$ cat src/rtl/adder_bus_arbiter_pkg.sv
// adder_arb_pkg
// Shared types and width helpers for the adder bus arbiter slice.
//   arb_state_t : arbiter FSM states (TURN is only reachable when the
//                 ADDER_ARB_TURNAROUND_EN macro is defined)
//   ptr_width() : index width for a count of items, never below 1 bit
package adder_arb_pkg;

  typedef enum logic [1:0] {
    IDLE = 2'd0,
    OWN  = 2'd1,
    TURN = 2'd2
  } arb_state_t;

  // Width needed to index n items; clamped to 1 so a count of 1 still
  // yields a legal vector.
  function automatic int ptr_width(input int n);
    return (n <= 1) ? 1 : $clog2(n);
  endfunction

endpackage

$ cat src/rtl/adder_bus_arbiter_if.sv
// adder_bus_arbiter_if
// Request/grant bundle between the requesting agents and the arbiter.
//   req       : per-requester level request
//   done      : per-requester release pulse (only the owner's bit matters)
//   enable    : one-hot-or-zero output enables to the tri-state adders
//   gnt_id    : index of the current owner, valid while bus_valid
//   bus_valid : an adder is driving the shared bus
//   timeout   : one-cycle pulse when an owner is cut off by the hold limit
// Modports: master = requesting side, slave = arbiter side.
interface adder_bus_arbiter_if
  import adder_arb_pkg::*;
#(
  parameter int NREQ = 4
);
  localparam int PTR_W = ptr_width(NREQ);

  logic [NREQ-1:0]  req;
  logic [NREQ-1:0]  done;
  logic [NREQ-1:0]  enable;
  logic [PTR_W-1:0] gnt_id;
  logic             bus_valid;
  logic             timeout;

  modport master (output req, done, input enable, gnt_id, bus_valid, timeout);
  modport slave  (input req, done, output enable, gnt_id, bus_valid, timeout);

endinterface

$ cat src/rtl/adder_bus_arbiter_rr_picker.sv
// rr_picker
// Combinational round-robin first-one search.
//   req        : request vector
//   last_owner : most recent owner; search starts just above it and wraps
//   winner     : index of the first requester found (0 when none)
//   any_req    : at least one request is high
module rr_picker
  import adder_arb_pkg::*;
#(
  parameter int NREQ  = 4,
  parameter int PTR_W = ptr_width(NREQ)
) (
  input  logic [NREQ-1:0]  req,
  input  logic [PTR_W-1:0] last_owner,
  output logic [PTR_W-1:0] winner,
  output logic             any_req
);

  logic             found;
  logic [PTR_W-1:0] cand;

  // Walk last_owner+1 .. last_owner+NREQ (mod NREQ); the previous owner
  // is visited last, which makes it the lowest priority.
  always_comb begin
    winner = '0;
    found  = 1'b0;
    cand   = '0;
    for (int i = 1; i <= NREQ; i++) begin
      cand = PTR_W'((int'(last_owner) + i) % NREQ);
      if (!found && req[cand]) begin
        winner = cand;
        found  = 1'b1;
      end
    end
  end

  assign any_req = |req;

endmodule

$ cat src/rtl/adder_bus_arbiter.sv
// adder_bus_arbiter
// Round-robin owner of a shared tri-state sum bus. Drives one-hot-or-zero
// output enables to NREQ adders, limits ownership to MAX_HOLD cycles and
// optionally inserts a dead cycle between owners.
//   clk : clock, all state on the rising edge
//   rst : asynchronous active-high reset
//   bus : adder_bus_arbiter_if.slave (req, done in; enable, gnt_id,
//         bus_valid, timeout out)
// Build option: define ADDER_ARB_TURNAROUND_EN to add the TURN state, which
// leaves the bus undriven for one cycle between any two owners.
module adder_bus_arbiter
  import adder_arb_pkg::*;
#(
  parameter int NREQ     = 4,
  parameter int MAX_HOLD = 8
) (
  input  logic                clk,
  input  logic                rst,
  adder_bus_arbiter_if.slave  bus
);

  localparam int PTR_W  = ptr_width(NREQ);
  localparam int HOLD_W = ptr_width(MAX_HOLD);

  arb_state_t       state;
  logic [PTR_W-1:0] last_owner;
  logic [HOLD_W-1:0] hold_cnt;
  logic [PTR_W-1:0] winner;
  logic             any_req;
  logic             owner_release;
  logic             hold_expired;

  rr_picker #(.NREQ(NREQ), .PTR_W(PTR_W)) u_picker (
    .req        (bus.req),
    .last_owner (last_owner),
    .winner     (winner),
    .any_req    (any_req)
  );

  function automatic logic [NREQ-1:0] onehot(input logic [PTR_W-1:0] idx);
    logic [NREQ-1:0] v;
    v      = '0;
    v[idx] = 1'b1;
    return v;
  endfunction

  // Voluntary release (done or dropped request) is checked only for the
  // current owner, so stray done pulses from others have no effect.
  assign owner_release = bus.done[bus.gnt_id] || !bus.req[bus.gnt_id];
  assign hold_expired  = (hold_cnt == HOLD_W'(MAX_HOLD - 1));
  assign bus.bus_valid = |bus.enable;

  // Main FSM. enable, gnt_id and timeout are all registered so the adders
  // never see a combinational glitch on their output enables.
  always_ff @(posedge clk or posedge rst) begin
    if (rst) begin
      state       <= IDLE;
      bus.enable  <= '0;
      bus.gnt_id  <= '0;
      bus.timeout <= 1'b0;
      last_owner  <= PTR_W'(NREQ - 1);
      hold_cnt    <= '0;
    end else begin
      bus.timeout <= 1'b0;
      case (state)
`ifdef ADDER_ARB_TURNAROUND_EN
        IDLE, TURN: begin
`else
        IDLE: begin
`endif
          if (any_req) begin
            bus.enable <= onehot(winner);
            bus.gnt_id <= winner;
            last_owner <= winner;
            hold_cnt   <= '0;
            state      <= OWN;
          end else begin
            bus.enable <= '0;
            state      <= IDLE;
          end
        end

        OWN: begin
          if (owner_release || hold_expired) begin
            // A voluntary release in the same cycle as expiry is not a
            // timeout.
            bus.timeout <= !owner_release;
            hold_cnt    <= '0;
`ifdef ADDER_ARB_TURNAROUND_EN
            bus.enable  <= '0;
            state       <= TURN;
`else
            if (any_req) begin
              bus.enable <= onehot(winner);
              bus.gnt_id <= winner;
              last_owner <= winner;
              state      <= OWN;
            end else begin
              bus.enable <= '0;
              state      <= IDLE;
            end
`endif
          end else begin
            hold_cnt <= hold_cnt + 1'b1;
          end
        end

        default: begin
          bus.enable <= '0;
          state      <= IDLE;
        end
      endcase
    end
  end

endmodule
$ cat src/flat_wrapper.sv
// flat-port wrapper written by rule: the top's interface ports become plain ports
module adder_bus_arbiter_flat import adder_arb_pkg::*;
#(
  parameter int NREQ     = 4,
  parameter int MAX_HOLD = 8
)
  (clk, rst, bus_req, bus_done, bus_enable, bus_gnt_id, bus_bus_valid, bus_timeout);
  adder_bus_arbiter_if #(.NREQ(NREQ)) bus_i ();
  input  logic clk;
  input  logic rst;
  input wire logic [$bits(bus_i.req)-1:0] bus_req;
  input wire logic [$bits(bus_i.done)-1:0] bus_done;
  output wire logic [$bits(bus_i.enable)-1:0] bus_enable;
  output wire logic [$bits(bus_i.gnt_id)-1:0] bus_gnt_id;
  output wire logic [$bits(bus_i.bus_valid)-1:0] bus_bus_valid;
  output wire logic [$bits(bus_i.timeout)-1:0] bus_timeout;
  assign bus_i.req = bus_req;
  assign bus_i.done = bus_done;
  assign bus_enable = bus_i.enable;
  assign bus_gnt_id = bus_i.gnt_id;
  assign bus_bus_valid = bus_i.bus_valid;
  assign bus_timeout = bus_i.timeout;
  adder_bus_arbiter #(.NREQ(NREQ), .MAX_HOLD(MAX_HOLD)) u_core (.clk(clk), .rst(rst), .bus(bus_i));
endmodule
$ cat config.mk
export PLATFORM = sky130hd
export DESIGN_NAME = adder_bus_arbiter_flat
export DESIGN_NICKNAME = d
export VERILOG_FILES = /design/src/rtl/adder_bus_arbiter_pkg.sv /design/src/rtl/adder_bus_arbiter_if.sv /design/src/rtl/adder_bus_arbiter_rr_picker.sv /design/src/rtl/adder_bus_arbiter.sv /design/src/flat_wrapper.sv
export SDC_FILE = /design/constraint.sdc
export NUM_CORES = 1
export LEC_CHECK = 0
export CAP_MARGIN = 20
export CORE_AREA = 2 2 53 55
export CTS_CLUSTER_DIAMETER = 200
export DETAILED_ROUTE_END_ITERATION = 8
export DIE_AREA = 0 0 55 57
export GPL_TIMING_DRIVEN = 0
export PLACE_DENSITY = 0.54
export SLEW_MARGIN = 30
export SYNTH_ARGS = -nofsm -noshare
export SYNTH_HDL_FRONTEND = slang
export SYNTH_SLANG_ARGS = --single-unit
$ cat constraint.sdc
create_clock -name clk -period 1.65 [get_ports clk]
set_input_delay 0.165 -clock clk [delete_from_list [all_inputs] [get_ports clk]]
set_output_delay 0.165 -clock clk [all_outputs]
set_load 0.005 [all_outputs]
==> results of run 1 <==
-- power by group through the flow --
| stage | combinational (uW) | sequential (uW) | clock (uW) |
|---|---|---|---|
| 2_1_floorplan | 392 | 511 | 0 |
| 3_3_place_gp | 634 | 520 | 0 |
| 3_5_place_dp | 646 | 523 | 0 |
| 4_1_cts | 651 | 546 | 205 |
| 5_1_grt | 818 | 553 | 224 |
| 6_report | 746 | 536 | 194 |
-- Yosys cell counts --
cell | n | area share
sky130_fd_sc_hd__dfrtp_1 | 11 | 0.38
sky130_fd_sc_hd__nor2b_1 | 7 | 0.061
sky130_fd_sc_hd__nand3_1 | 4 | 0.028
sky130_fd_sc_hd__o31ai_1 | 4 | 0.042
sky130_fd_sc_hd__inv_1 | 3 | 0.016
sky130_fd_sc_hd__mux2_1 | 3 | 0.047
sky130_fd_sc_hd__nand2_1 | 3 | 0.016
sky130_fd_sc_hd__nor2_1 | 3 | 0.016
sky130_fd_sc_hd__a22o_1 | 2 | 0.024
sky130_fd_sc_hd__dfstp_2 | 2 | 0.073
sky130_fd_sc_hd__ha_1 | 2 | 0.035
sky130_fd_sc_hd__mux2_2 | 2 | 0.031
sky130_fd_sc_hd__nand2b_1 | 2 | 0.017
sky130_fd_sc_hd__a21boi_0 | 1 | 0.010
sky130_fd_sc_hd__a21boi_2 | 1 | 0.016
sky130_fd_sc_hd__a21oi_1 | 1 | 0.0069
sky130_fd_sc_hd__a221o_1 | 1 | 0.014
sky130_fd_sc_hd__a221oi_1 | 1 | 0.012
sky130_fd_sc_hd__a22oi_1 | 1 | 0.010
sky130_fd_sc_hd__a311o_1 | 1 | 0.014
sky130_fd_sc_hd__and2_1 | 1 | 0.0087
sky130_fd_sc_hd__and2_4 | 1 | 0.012
sky130_fd_sc_hd__and3_1 | 1 | 0.0087
sky130_fd_sc_hd__buf_6 | 1 | 0.016
sky130_fd_sc_hd__clkbuf_1 | 1 | 0.0052
sky130_fd_sc_hd__mux2i_1 | 1 | 0.014
sky130_fd_sc_hd__mux4_2 | 1 | 0.031
sky130_fd_sc_hd__o21ai_0 | 1 | 0.0069
sky130_fd_sc_hd__o21bai_1 | 1 | 0.010
sky130_fd_sc_hd__o22ai_1 | 1 | 0.0087
sky130_fd_sc_hd__or4_1 | 1 | 0.010
-- placed cells by master (no fill, tap or decap), drive strengths merged, types with 3 or more instances in the layout --
master	Yosys	final
dfrtp	11	11
nand2	3	3
inv	3	3
clkdlybuf4s50	0	12
nor2b	7	7
mux2	5	5
o31ai	4	4
nor2	3	3
nand3	4	4
clkbuf	1	4
buf	1	7
dlygate4sd2	0	4
-- logic make-up (layout without fill, tap and decap cells) --
group / count (synthesis) / after routing / synth area share
adder cells (fa/ha/maj): 2 / 2 / 0.0347
buffers and inverters: 5 / 31 / 0.0364
multiplexers: 7 / 7 / 0.123
AO/OA/AOI/OAI: 16 / 16 / 0.175
flip-flops: 13 / 13 / 0.454
AND/OR/NAND/NOR: 23 / 23 / 0.177
-- worst max-delay path, cell delays in order, from the launching register on --
cell	delay [ns]
sky130_fd_sc_hd__dfrtp_1	0.40
sky130_fd_sc_hd__mux4_2	0.58
sky130_fd_sc_hd__a21boi_4	0.23
sky130_fd_sc_hd__mux2_4	0.32
-- routing by layer --
metal | part of all wire | up-vias | wire, um
met5 | 0 | - | 0
met2 | 0.53 | 12 | 835
met3 | 0.036 | 2 | 57
met1 | 0.43 | 295 | 679
li1 | - | 299 | -
met4 | 0.011 | 0 | 17
-- metrics by stage --
stage	hold WS, ns	cell area (um^2)
floorplan	0.0405	723
global placement	0.489	932
detailed placement	0.500	932
CTS	0.224	977
global route	0.239	1020
finish	0.213	1020
-- worst paths after layout --
| kind | cells after the start | endpoint |
|---|---|---|
| max | 3 | u_core.bus.gnt_id[0] |
| min | 2 | u_core.bus.gnt_id[1] |
| max reg2reg | 3 | u_core.bus.gnt_id[0] |
| min reg2reg | 1 | u_core.hold_cnt[2] |
| max in group asynchronous | 2 | u_core.last_owner[1] |
| min in group clk | 3 | u_core.state[0] |
-- registers in the layout, indices dropped and copies added (netlist names) --
| name | cells |
|---|---|
| u_core.bus.enable | 4 |
| u_core.state | 1 |
| u_core.hold_cnt | 3 |
| u_core.bus.gnt_id | 2 |
| u_core.last_owner | 2 |
| u_core.bus.timeout | 1 |
-- repair_timing --
action / CTS / global route
buffers inserted: 2 / 5
setup endpoints to repair: 12 / 12
gates resized for setup: 8 / 4
pin swaps: 2 / 1
-- final cells by class --
type                            count  area, um^2  area share
Timing Repair Buffer               24         218       0.214
Tap cell                           31        38.8      0.0381
Clock buffer                        4        26.3      0.0258
Sequential cell                    13         328       0.322
Multi-Input combinational cell     48         395       0.389
Inverter                            3        11.3      0.0111
==> run summary, run 1 <==
The flow ran to the end, and the final reports show no timing, DRC or antenna violations. The tools report the depth of the CTS H-tree as 1. After layout, the worst setup slack is 0.0113 ns. The initial standard-cell utilization of the core came out at 0.276.

The overall routing resource usage came out at 0.114. TritonCTS built the clock tree. The net load switching power is 481 uW, and the power per standard cell area is 1450 nW/um^2.

In this run the core area contains 19 standard-cell rows. The class of the tightest hold or removal check is in -> async. Counting every net in the synthesized netlist gives 78.

The logs give 31 for the count of unique library cells instantiated by Yosys and 0 for the antenna diode count. For the final weighted congestion in routability-driven placement, the log shows 0.799. The static leakage came out at 0.000471 uW. The run gives 0.146 as the met1 routing resource usage after global routing.

The critical path starts at u_core.bus.gnt_id[0]. The count of yosys warnings during synthesis is 0, and the number of flip-flops and latches in the synthesized netlist is 13. The run gives 0.389 as the utilization of the core after routing. Summed over all nets, the half-perimeter wirelength after detailed placement is 1150 um. The placed cell count was 114; the via count was 608. The tools report the launch point of the worst reg-to-reg path as u_core.bus.gnt_id[0]. DRC violation count after routing: 0. The run gives 0 as the hold violation count in the final report. The final worst-path cycle share was 0.993. The net switching fraction of the power was 0.326. The met3 demand-to-capacity share in global routing was 0.0236.

The fraction of met2 tracks used by global routing was 0.182; the synthesized area per cell was 10.9 um^2. The power share of the sequential group was 0.363; the number of buffers on the longest clock path was 2. STA classifies the critical path startpoint as a register. The floorplan die area came out at 3140 um^2. Number of port buffers: 17. STA classifies the critical path endpoint as a register. After detailed routing, the average wire length per cell comes to 12.9 um. The tool flagged a number of max-cap violations equal to 0. The number of global-route vias before repair is 604. The tools report the number of antenna violations at the first check in global routing as 0. Type of the setup path with the least slack: reg -> reg.

For the worst setup path, the data required time is 1.80 ns. Summed over all layers, the global routing overflow is 0. The most heavily used metal layer in global routing was met2. The internal power of the cells is 995 uW. The total detailed-routing wirelength came out at 1590 um. In this run the cell area of the synthesized design comes to 722 um^2.

The worst path needs 1.64 ns of the cycle, external delays included. The pre-CTS setup slack was -0.552 ns; the ratio of cells with drive above 1 in the final layout was 0.228. Register clock-pin slew on the reported worst setup and hold paths: 0.08 ns.

The tools report the number of pins exceeding their max-slew limit in the final report as 0. The tools report the number of buffers inserted during clock tree synthesis as 3. Setup repair after global routing could not meet its margin everywhere. For this block, the initial DRC count from the detailed router was 16. The overall power after layout was 1480 uW; the residual antenna-violating net count after detailed routing was 0. Relative to the synthesized area, the layout overhead comes to 40.9%. In this run the horizontal extent of the chip is 55 um.

The first global-routing pass estimated 2620 um of wire. Using the TritonRoute via totals, the vias-per-cell ratio works out to 4.94. The worst-case register-to-register setup slack was 0.01 ns; the count of non-filler cells in the finished layout was 123. The maximum frequency from static timing analysis was 610 MHz; the filler cell count was 283.

At the pin with the least slew margin, the transition time is 0.500 ns. Summed over all failing endpoints, the final setup total negative slack is 0 ns. The final setup violation count is 0. In the final design database the tool counted 105 nets.

In this run the worst path has a maximum fanout of 4. The maximum vdd ir drop came out at 0.719 mV. The logs give 0.454 for the post-synthesis sequential area ratio and 2620 um^2 for the area inside the core boundary. Data on the critical path arrives at its endpoint at 1.79 ns. The headroom to the max-slew limit was 0.667.

The combinational cell fraction of total power came out at 0.505. After clock tree synthesis, the flow added hold-fix buffers numbering 0. The clock root buffer master was sky130_fd_sc_hd__clkbuf_4. For the clock network power share, the log shows 0.132. The gate count of the mapped netlist was 66. For this design the top-level I/O count stands at 18.

The first detailed-routing pass ran for 4 iterations. Entering global routing, the biggest net connects 14 pins. For the total clock sinks, the log shows 13. Across the routed clock network, the largest skew measured is 0.00797 ns. Measured along the y axis, the die boundary spans 57 um.

The clock latency on the worst-skew pair came out at 0.27 ns.
No activity file was read; power rests on OpenSTA's default activity.
==> inputs of run 2 (changes only) <==
- SKIP_CTS_REPAIR_TIMING: default -> 1
==> run summary, run 2 (synthesized netlist as in run 1, its figures left out) <==
Internal power of the cells: 1010 uW (was 995 uW). The register area was 328 um^2 (unchanged). Ratio of routed vias to standard cells: 5.04 (was 4.94). The maximum vdd ir drop was 0.678 mV (was 0.719 mV). The power per standard cell area is 1440 nW/um^2 (was 1450 nW/um^2), and the power share of the sequential group is 0.357 (was 0.363). The die height is 57 um (unchanged). Minimum period implied by the final worst setup slack: 1.66 ns (was 1.64 ns). The checks that failed: negative setup slack.

The run gives 2 (unchanged) as the number of buffers on the longest clock path. TritonCTS built the clock tree. The most frequent standard cell in the layout excluding fill and tap cells is sky130_fd_sc_hd__clkdlybuf4s50_1 (unchanged). For the DRC violation count after routing, the log shows 0 (unchanged). Filler cell count: 279 (was 283). The number of nets in the final layout was 105 (unchanged). The tools report the via count as 620 (was 608).

The logs give 0.00699 ns (was 0.00797 ns) for the setup clock skew after layout and 0 (unchanged) for the total congestion overflow. The net switching fraction of the power works out to 0.329 (was 0.326). The run gives -0.0164 ns (was 0 ns) as the post-route setup TNS. The combinational cell fraction of total power was 0.514 (was 0.505). The tools report the residual antenna-violating net count after detailed routing as 0 (unchanged). The placed cell count was 114 (unchanged); the worst-case hold slack was 0.211 ns (was 0.213 ns).

The width of the chip is 55 um (unchanged). Setup repair after global routing could not meet its margin everywhere. Commonest non-fill, non-tap cells in the layout: sky130_fd_sc_hd__clkdlybuf4s50_1, sky130_fd_sc_hd__dfrtp_1, sky130_fd_sc_hd__nor2b_1, sky130_fd_sc_hd__buf_4, sky130_fd_sc_hd__dlymetal6s2s_1 (was sky130_fd_sc_hd__clkdlybuf4s50_1, sky130_fd_sc_hd__dfrtp_1, sky130_fd_sc_hd__buf_4). The standard-cell row count is 19 (unchanged). For the count of boundary I/O pins, the log shows 18 (unchanged).

The final worst-path cycle share came out at 1.01 (was 0.993). For the depth of the CTS H-tree, the log shows 1 (unchanged). Top Registers: u_core.bus.enable x4, u_core.hold_cnt x3 (unchanged).

The logs give 1510 uW (was 1480 uW) for the overall power after layout and 3 (unchanged) for the number of buffers inserted during clock tree synthesis. The logs give 0 (unchanged) for the number of antenna violations at the first check in global routing and 1.80 ns (about the same) for the critical path required time. The pin count of the biggest net entering global routing is 14 (unchanged), and the floorplan die area is 3140 um^2 (unchanged). The class of the tightest hold or removal check was in -> async (unchanged). Overall routing resource usage: 0.113 (was 0.114). The logs give 2 (was 0) for the final setup violation count and 1580 um (was 1590 um) for the total detailed-routing wirelength.

The number of global-route vias before repair is 596 (was 604). The ratio of cells with drive above 1 in the final layout is 0.250 (was 0.228). The worst path arrival time was 1.82 ns (was 1.79 ns).

The tools report the count of non-filler cells in the finished layout as 123 (unchanged). The run gives -0.0117 ns (was 0.0113 ns) as the smallest setup slack after layout. The global-route wire length before repair is 2590 um (was 2620 um), and the number of port buffers is 17 (unchanged). The net load switching power is 496 uW (was 481 uW), and the number of pins exceeding their max-slew limit in the final report is 0 (unchanged).

The flip-flop count of the largest register, all copies and words added was 4 (unchanged). For the iteration-0 DRC count of the detailed router, the log shows 0 (was 16). Register ranked first by flip-flop count: u_core.bus.enable (unchanged).

The slew of the pin with the lowest slew margin was 0.505 ns (was 0.500 ns); the maximum frequency from static timing analysis was 602 MHz (was 610 MHz). The tools report the total clock sinks as 13 (unchanged). The final weighted congestion in routability-driven placement was 0.799 (unchanged). For the detailed-routing iteration count for the pre-antenna-repair pass, the log shows 1 (was 4). The initial standard-cell utilization of the core was 0.276 (unchanged); the static leakage was 0.000512 uW (was 0.000471 uW). The antenna diode count was 0 (unchanged); the post-synthesis to final-layout area growth was 45.4% (was 40.9%).

The clock root buffer master was sky130_fd_sc_hd__clkbuf_4 (unchanged). The type of the setup path with the least slack is reg -> reg (unchanged). The critical path endpoint category was a register (unchanged). The run gives 0.129 (was 0.132) as the clock network power share. For the area inside the core boundary, the log shows 2620 um^2 (unchanged). The tools report the cell area after placement as 932 um^2 (unchanged). The register clock-pin slew on the reported worst setup and hold paths was 0.08 ns (about the same). Launching element type of the critical path: a register (unchanged).

For the clock latency on the worst-skew pair, the log shows 0.27 ns (about the same). For the area of the multi-input gates, the log shows 407 um^2 (was 395 um^2). The run finished, with violations left. The logs give 1150 um (unchanged) for the detailed-placement wirelength estimate and 0 (unchanged) for the reported max-cap violation count.

The hold violation count in the final report is 0 (unchanged), and the largest driver fanout on the critical path is 4 (unchanged). The headroom to the max-slew limit came out at 0.663 (was 0.667). The average detailed-routed wire length per instance is 12.9 um (about the same), and the summed area of non-filler cells in the final layout is 1050 um^2 (was 1020 um^2).
[run 2: worst paths after layout]
| path | slack [ns] | to | from | cells after the start |
|---|---|---|---|---|
| max | -0.01 | u_core.bus.gnt_id[0] | u_core.bus.gnt_id[0] | 3 |
| min | 0.21 | u_core.bus.gnt_id[1] | rst | 2 |
| max reg2reg | -0.01 | u_core.bus.gnt_id[0] | u_core.bus.gnt_id[0] | 3 |
| min reg2reg | 0.51 | u_core.hold_cnt[2] | u_core.hold_cnt[2] | 1 |
| max in group asynchronous | 1.08 | u_core.last_owner[1] | rst | 2 |
| min in group clk | 0.31 | u_core.state[0] | bus_req[0] | 3 |
[run 2: metrics by stage]
step	utilization	setup WS [ns]
floorplan	-	0.00718
global placement	0.356	-0.544
detailed placement	0.356	-0.552
CTS	0.367	-0.270
global route	0.401	-0.0765
finish	0.401	-0.0117
[run 2: final cells by class]
class | instances | share of cell area
well taps | 31 | 0.0369
inverters | 3 | 0.0107
flip-flops and latches | 13 | 0.312
multi-input cells | 48 | 0.387
repair buffers | 24 | 0.228
clock buffers | 4 | 0.0250
[run 2: routing by layer]
layer | wire length [um] | part of all wire | vias up | global-route usage
li1 | - | - | 297 | -
met5 | 0 | 0 | - | 0
met3 | 59 | 0.037 | 4 | 0.0236
met4 | 24 | 0.015 | 0 | 0.0523
met2 | 838 | 0.53 | 12 | 0.175
met1 | 661 | 0.42 | 307 | 0.148
[run 2: worst max-delay path: stages (launching register included)]
cell	delay, ns
sky130_fd_sc_hd__dfrtp_1	0.39
sky130_fd_sc_hd__mux4_2	0.58
sky130_fd_sc_hd__a21boi_4	0.24
sky130_fd_sc_hd__mux2_1	0.34
[run 2: power by group through the flow]
stage / clock [uW] / combinational, uW / sequential [uW]
finish: 195 / 775 / 538
global route: 225 / 849 / 554
CTS: 205 / 652 / 517
detailed placement: 0 / 646 / 523
global placement: 0 / 634 / 520
floorplan: 0 / 392 / 511
